[config.mk]
export PLATFORM = sky130hd
export DESIGN_NAME = sym_upsampler
export DESIGN_NICKNAME = d
export VERILOG_FILES = /design/src/rtl/sym_upsampler.sv
export SDC_FILE = /design/constraint.sdc
export NUM_CORES = 1
export LEC_CHECK = 0
export CAP_MARGIN = 10
export CORE_MARGIN = 2
export CORE_UTILIZATION = 46
export DETAILED_ROUTE_END_ITERATION = 7
export PLACE_DENSITY = 0.77
export SLEW_MARGIN = 20
export SYNTH_ARGS = -nofsm -noshare
export SYNTH_HDL_FRONTEND = slang
export SYNTH_SLANG_ARGS = --single-unit
[constraint.sdc]
create_clock -name clk -period 2.64 [get_ports clk]
set_input_delay 0.528 -clock clk [delete_from_list [all_inputs] [get_ports clk]]
set_output_delay 0.528 -clock clk [all_outputs]
set_load 0.01 [all_outputs]
[src/rtl/sym_upsampler.sv]
// 4-ASK symbol upsampler: buffers Gray-coded symbols in a small FIFO, maps
// each popped symbol to a signed s1.17 level on the symbol strobe and
// zero-stuffs by 4 on the intervening sample strobes.
//
//   state | meaning
//   ------+--------------------------------------------------------------
//   IDLE  | no symbol emitted yet; empty FIFO at a symbol strobe is benign
//   RUN   | streaming; empty FIFO at a symbol strobe flags underflow
module sym_upsampler #(
   parameter int DW      = 18,
   parameter int DEPTH   = 4,
   parameter int LVL_OUT = 98304,
   parameter int LVL_IN  = 32768
) (
   input  logic                      clk,
   input  logic                      reset,
   input  logic                      sam_clk_en,
   input  logic                      sym_clk_en,
   input  logic [1:0]                in_sym,
   input  logic                      in_valid,
   output logic                      in_ready,
   output logic signed [DW-1:0]      sam_out,
   output logic                      sam_valid,
   output logic [1:0]                sym_phase,
   output logic [$clog2(DEPTH):0]    fill,
   output logic                      underflow,
   output logic                      align_err
);

   localparam int AW = $clog2(DEPTH);
   localparam logic [AW:0] FULL = (AW+1)'(DEPTH);

   localparam logic signed [DW-1:0] POS_OUT = DW'(LVL_OUT);
   localparam logic signed [DW-1:0] POS_IN  = DW'(LVL_IN);
   localparam logic signed [DW-1:0] NEG_OUT = -POS_OUT;
   localparam logic signed [DW-1:0] NEG_IN  = -POS_IN;

   typedef enum logic {IDLE, RUN} state_t;

   state_t                state, state_nxt;
   logic [1:0]            mem [DEPTH];
   logic [AW-1:0]         wr_ptr, rd_ptr;
   logic                  push, pop, empty;
   logic signed [DW-1:0]  sam_nxt;
   logic                  valid_nxt, under_nxt, align_nxt;
   logic [1:0]            phase_nxt;

   function automatic logic signed [DW-1:0] sym_level(input logic [1:0] s);
      case (s)
         2'b00:   return NEG_OUT;
         2'b01:   return NEG_IN;
         2'b11:   return POS_IN;
         default: return POS_OUT;
      endcase
   endfunction

   assign in_ready = (fill != FULL);
   assign empty    = (fill == '0);
   assign push     = in_valid && in_ready;

   // FIFO storage; contents need no reset, pointers and fill define validity
   always_ff @(posedge clk) begin
      if (push) mem[wr_ptr] <= in_sym;
   end

   // FIFO pointers and occupancy; a pop never makes room for a same-cycle push
   always_ff @(posedge clk or negedge reset) begin
      if (!reset) begin
         wr_ptr <= '0;
         rd_ptr <= '0;
         fill   <= '0;
      end else begin
         if (push) wr_ptr <= wr_ptr + 1'b1;
         if (pop)  rd_ptr <= rd_ptr + 1'b1;
         case ({push, pop})
            2'b10:   fill <= fill + 1'b1;
            2'b01:   fill <= fill - 1'b1;
            default: fill <= fill;
         endcase
      end
   end

   // FSM state register
   always_ff @(posedge clk or negedge reset) begin
      if (!reset) state <= IDLE;
      else        state <= state_nxt;
   end

   // next state, pop decision and next output values
   always_comb begin
      state_nxt = state;
      sam_nxt   = sam_out;
      valid_nxt = 1'b0;
      phase_nxt = sym_phase;
      under_nxt = underflow;
      align_nxt = align_err;
      pop       = 1'b0;

      // a symbol strobe off the sample grid is ignored apart from the flag
      if (sym_clk_en && !sam_clk_en) align_nxt = 1'b1;

      if (sam_clk_en) begin
         valid_nxt = 1'b1;
         sam_nxt   = '0;
         phase_nxt = sym_phase + 2'd1;
         if (sym_clk_en) begin
            phase_nxt = 2'd0;
            case (state)
               IDLE: begin
                  if (!empty) begin
                     pop       = 1'b1;
                     sam_nxt   = sym_level(mem[rd_ptr]);
                     state_nxt = RUN;
                  end
               end
               RUN: begin
                  if (!empty) begin
                     pop     = 1'b1;
                     sam_nxt = sym_level(mem[rd_ptr]);
                  end else begin
                     under_nxt = 1'b1;
                  end
               end
               default: state_nxt = IDLE;
            endcase
         end
      end
   end

   // registered sample outputs and sticky status flags
   always_ff @(posedge clk or negedge reset) begin
      if (!reset) begin
         sam_out   <= '0;
         sam_valid <= 1'b0;
         sym_phase <= 2'd0;
         underflow <= 1'b0;
         align_err <= 1'b0;
      end else begin
         sam_out   <= sam_nxt;
         sam_valid <= valid_nxt;
         sym_phase <= phase_nxt;
         underflow <= under_nxt;
         align_err <= align_nxt;
      end
   end

endmodule

Word-level counts from Yosys, hierarchy flattened
Memory sizes are Yosys's and may differ from the RTL's.
Cells that the tools add are included.
{"block": "word_totals", "memories": 1, "in_bits": 7, "ramBits": 8, "regBits": 31, "word_cells": 40}
{"memory": "mem", "depth": 4, "word_bits": 2, "read_ports": 1, "rd_clocked_by_memory_dff": 0, "wr": 1, "line_no": "41", "rtl": "logic [1:0] mem [DEPTH];"}
{"block": "classes", "n_eq_ne": 5, "n_addsub": 5, "reduce_logical": 8, "mux": 12}
{"cell": "case mux 18 bit (3 select lines)", "n": 1}
{"cell": "two-way mux 18 bit", "n": 2}
{"cell": "two-way mux 1 bit", "n": 7}
{"cell": "adder 2 x 1 -> 2 bit (second input constant)", "n": 3}
{"cell": "case mux 3 bit (2 select lines)", "n": 1}
{"cell": "== test 2 x 1 -> 1 bit (second input constant)", "n": 2}
{"cell": "== test 2 bit (second input constant)", "n": 2}
{"cell": "AND reduction 4 bit", "n": 1}
{"cell": "adder 3 x 1 -> 3 bit (second input constant)", "n": 1}
{"cell": "logical NOT 3 bit", "n": 1}
{"cell": "inequality test 3 bit (second input constant)", "n": 1}
{"cell": "subtractor 3 x 1 -> 3 bit (second input constant)", "n": 1}
{"cell": "logical AND 1 bit", "n": 2}
{"cell": "logical NOT 2 bit", "n": 1}
{"cell": "two-way mux 2 bit", "n": 1}
{"cell": "AND reduction 2 bit", "n": 1}
{"cell": "nonzero test 2 bit", "n": 1}
{"cell": "logical NOT 1 bit", "n": 1}

Depth between registers and ports, before layout
{"block": "logic_depth", "ltp_word": 6, "mapped_depth": 9, "ltp_nobuf": 9}

Worst setup path after synthesis
OpenSTA, ideal clock, no wires.
{"block": "synth_timing", "kind": "reg-to-reg", "from": "reg fill[1]", "to": "reg fill[2]", "period_less_slack_ps": 2153, "path_buffers": 0, "arrival_time_ps": 2074, "path_stages_with_launch": 10, "path_slack_ps": 487, "t_required_ps": 2561, "path_cell_list": "dfrtp_1 > or3b_4 > and2_4 > inv_1 > ha_1 > inv_1 > fa_1 > xor2_1 > nor2_1 > xor2_1"}
{"item": "from (decl)", "line_no": "25", "rtl": "output logic [$clog2(DEPTH):0] fill,"}
{"item": "from (signal assigned)", "line_no": "76", "rtl": "2'b10: fill <= fill + 1'b1;"}
{"item": "from (signal assigned)", "line_no": "77", "rtl": "2'b01: fill <= fill - 1'b1;"}
{"item": "from (signal assigned)", "line_no": "78", "rtl": "default: fill <= fill;"}
{"item": "inequality test 3 bit *", "line_no": "57", "rtl": "assign in_ready = (fill != FULL);"}
{"item": "via in_ready", "line_no": "21", "rtl": "output logic in_ready,"}
{"item": "logical AND 1 bit *", "line_no": "59", "rtl": "assign push = in_valid && in_ready;"}
{"item": "== test 2 x 1 -> 1 bit / == test 2 bit (equally long branches)", "line_no": "75", "rtl": "case ({push, pop})"}
{"item": "case mux 3 bit (2 select lines) / nonzero test 2 bit (equally long branches)"}
Mark *: on every way through the listed nets, which the timed path passes. The rest lies on a longest branch.
A chain may end at the register's enable or synchronous reset.

Worst setup path in the final report
{"block": "layout_timing", "from": "reg fill[1]", "to": "reg fill[2]"}
{"block": "layout_between", "elab_chain_len": 6}
{"item": "logical NOT 3 bit", "line_no": "58", "rtl": "assign empty = (fill == '0);"}
{"item": "two-way mux 1 bit", "line_no": "110, 117"}
{"item": "two-way mux 1 bit", "line_no": "106", "rtl": "if (sym_clk_en) begin"}
{"item": "two-way mux 1 bit", "line_no": "102", "rtl": "if (sam_clk_en) begin"}
{"item": "== test 2 x 1 -> 1 bit / == test 2 bit (equally long branches)", "line_no": "75"}
{"item": "case mux 3 bit (2 select lines) / nonzero test 2 bit (equally long branches)"}
Several ways; a longest one is shown, not always the timed one.

==> run_results.csv <==
group,metric,value,unit
layout,final_common_cell,"clkdlybuf4s50_1",
clock_tree,cts_setup_buffers,0,
route,drt-initial-drc-count,16,
critical_path,max_stage_delay,0.46,ns
route,post_drt_via_cell_ratio,4.701,
worst_hold_path,hp-class,"reg2reg",
synthesis,syn-cell-area,1202,µm²
layout,final_layout_size_suffix_gt1_share,14.04,%
clock_tree,clk_latency,0.31,ns
route,route.vias.total,677,
pwr,ir_worst_vdd,0.5826,mV
sta,relSlewSlack,54.48,%
pwr,combPwrFrac,42.8,%
layout,area_growth,15.61,%
sta,min_period_over_period,86.54,%
synthesis,synth_cells,93,
placed_design,place_congestion,0.8093,
layout,fin_nets,131,
clock_tree,holdBufCountCts,0,
floorplan,rows,18,
run_status,status,"finished clean",
floorplan,die_area,3039,µm²
synthesis,ys_async_sr_fraction,66.67,%
clock_tree,cts_tree,"built",
synthesis,synth_compound_area_share,6.243,%
synthesis,synth_xor_area_share,4.370,%
floorplan,core,2477,µm²
route,drtAntennaViolNets,0,
layout,n_antenna_cell,0,
critical_path,cp-start-kind,"flip-flop",
pwr,p_switching,0.4456,mW
critical_path,crit_type,"reg2reg",
critical_path,cp_cell_sequence,"or3b_4 -> and2_4 -> inv_1 -> ha_1 -> inv_1 -> fa_1 -> xor2_1 -> nor2_1 -> xor2_1",
pwr,pwr-share-seq,44.9,%
grt,grt_pass1_wl,2.877,mm
grt,grt-ovfl-total,0,
synthesis,synth-simple-area-share,7.388,%
floorplan,initial_core_util,48.54,%
synthesis,avgSynthCellArea,12.93,µm²
sta,finalHoldViolCount,0,
pwr,p_sw_share,33.87,%
route,first_pass_iters,4,
synthesis,synth_top_family_by_area,"buffers and inverters",
layout,nFillCells,215,
pwr,power.density,946.6,nW/µm²
grt,antenna_found_initial,0,
run,max_cap_viol_count,0,
placed_design,io_buffers,18,
synthesis,ys.flop_type,"dfrtp_1",
floorplan,die_x,55.13,µm
clock_tree,cts_resized,0,
clock_tree,htreeDepth,1,
sta,tns,0,ns
layout,seqCellArea,640.6,µm²
synthesis,synth-seq-cells,24,
clock_tree,ctsRootBufferMaster,"clkbuf_4",
sta,finalMaxSlewViolations,0,
floorplan,die_y,55.13,µm
layout,layout_common_cells,"clkdlybuf4s50_1 (18), dfrtp_1 (16), conb_1 (15), inv_1 (9)",
route,drc_errors,0,
synthesis,ys_seq_area_share,53.28,%
floorplan,boundaryPins,34,
pwr,p_clk_share,12.3,%
worst_hold_path,min_path_cells,1,
synthesis,synth-edff-count,8,
critical_path,cp.arrival,2.53,ns
synthesis,synthMuxAreaShare,5.931,%
critical_path,cpMaxStageDelayCell,"dfrtp_1",
synthesis,ys_warn_count,0,
grt,grt_pass1_vias,649,
clock_tree,path_clk_slew,0.12,ns
sta,hold_ws,0.4818,ns
critical_path,crit_family,"simple AND/OR/NAND/NOR gates",
sta,max_freq,437.7,MHz
synthesis,ys_types,26,
route,post_drt_wl_per_cell,12.53,µm
clock_tree,cts_buffers,3,
placed_design,hpwl,1.441,mm
pwr,p_int,0.8702,mW
sta,layout_min_cycle_time,2.285,ns
critical_path,required,2.88,ns
critical_path,crit_path_end_kind,"flip-flop",
critical_path,critPathBufInv,2,
sta,finalSetupViolations,0,
clock_tree,clock_path_buffers,2,
sta,worst_slew_pin_slew,0.6807,ns
clock_tree,clock-sinks,24,
grt,grt_max_degree,17,
layout,multiInputGateArea,464.2,µm²
route,routed_wl,1.805,mm
grt,track_usage,14.29,%
sta,rsz0062_at_grt,"false",
critical_path,cp.depth,9,
critical_path,crit_fanout,6,
synthesis,synth_fa_ha_area_share,9.990,%
sta,skew,0.003980,ns
critical_path,worstRegToRegCells,9,
pwr,p_leak,0.6345,nW
==> synthesized netlist by cell type, types with 2 or more instances <==
cell type	count	area, µm²
a21o_1	3	22.52
a22o_1	2	17.52
and3_2	4	30.03
buf_4	15	112.6
dfrtp_1	16	400.4
edfxtp_1	8	240.2
ha_1	8	100.1
inv_1	9	33.78
mux4_2	2	45.04
nand2_1	3	11.26
nor2_1	3	11.26
nor3_1	2	10.01
xnor2_1	3	26.28
xor2_1	3	26.28
==> registers in the layout (all words and copies together) (netlist names), 2 cells and up <==
signal,count
wr_ptr,2
fill,3
rd_ptr,2
sym_phase,2
mem,8
sam_out,3
==> power groups by stage <==
stage          registers (mW)  clock network [mW]  logic [mW]
3_3_place_gp            0.597                   0       0.543
2_1_floorplan           0.609                   0       0.343
6_report                0.591               0.161       0.563
4_1_cts                 0.593               0.172       0.574
3_5_place_dp            0.599                   0       0.569
5_1_grt                 0.608               0.183       0.635
==> metrics by stage <==
stage	cell area [µm²]	util, %	power [mW]	setup WS, ns	instances
6_report	1390	56.11	1.316	0.3554	144
5_1_grt	1390	56.11	1.425	0.2497	144
4_1_cts	1390	56.11	1.339	0.3371	144
3_5_place_dp	1364	55.05	1.169	0.03077	140
3_3_place_gp	1364	55.05	1.140	0.1944	140
2_1_floorplan	1255	-	0.9523	0.4868	107
==> layer usage <==
layer | part of all wire, % | global-route usage [%]
met1 | 42 | 17.14
met2 | 49 | 22.82
met5 | 0 | 0
met4 | 4.0 | 12.20
met3 | 4.3 | 1.613
==> layout make-up <==
| class | instances | area share, % |
|---|---|---|
| multi-input cells | 58 | 33.39 |
| inverters | 9 | 2.430 |
| well taps | 30 | 2.700 |
| flip-flops and latches | 24 | 46.08 |
| repair buffers | 19 | 13.50 |
| clock buffers | 4 | 1.890 |
==> logic make-up after synthesis <==
kind of cell | count (synthesis)
buf+inv | 25
flops | 24
simple gates | 15
fa+ha+maj | 9
compound gates | 9
xor+xnor | 6
mux | 4
other cells | 1
==> path summary, 6_finish.rpt <==
kind | start | to | slack [ns]
worst max-delay path | fill[1] | fill[2] | 0.36
worst min-delay path | align_err | align_err | 0.48
worst max register to register | fill[1] | fill[2] | 0.36
worst min register to register | align_err | align_err | 0.48
max in group asynchronous | reset | wr_ptr[0] | 1.60
min in group asynchronous | reset | sam_out[15] | 0.61
Note: power is estimated with default switching activity, not from simulation.
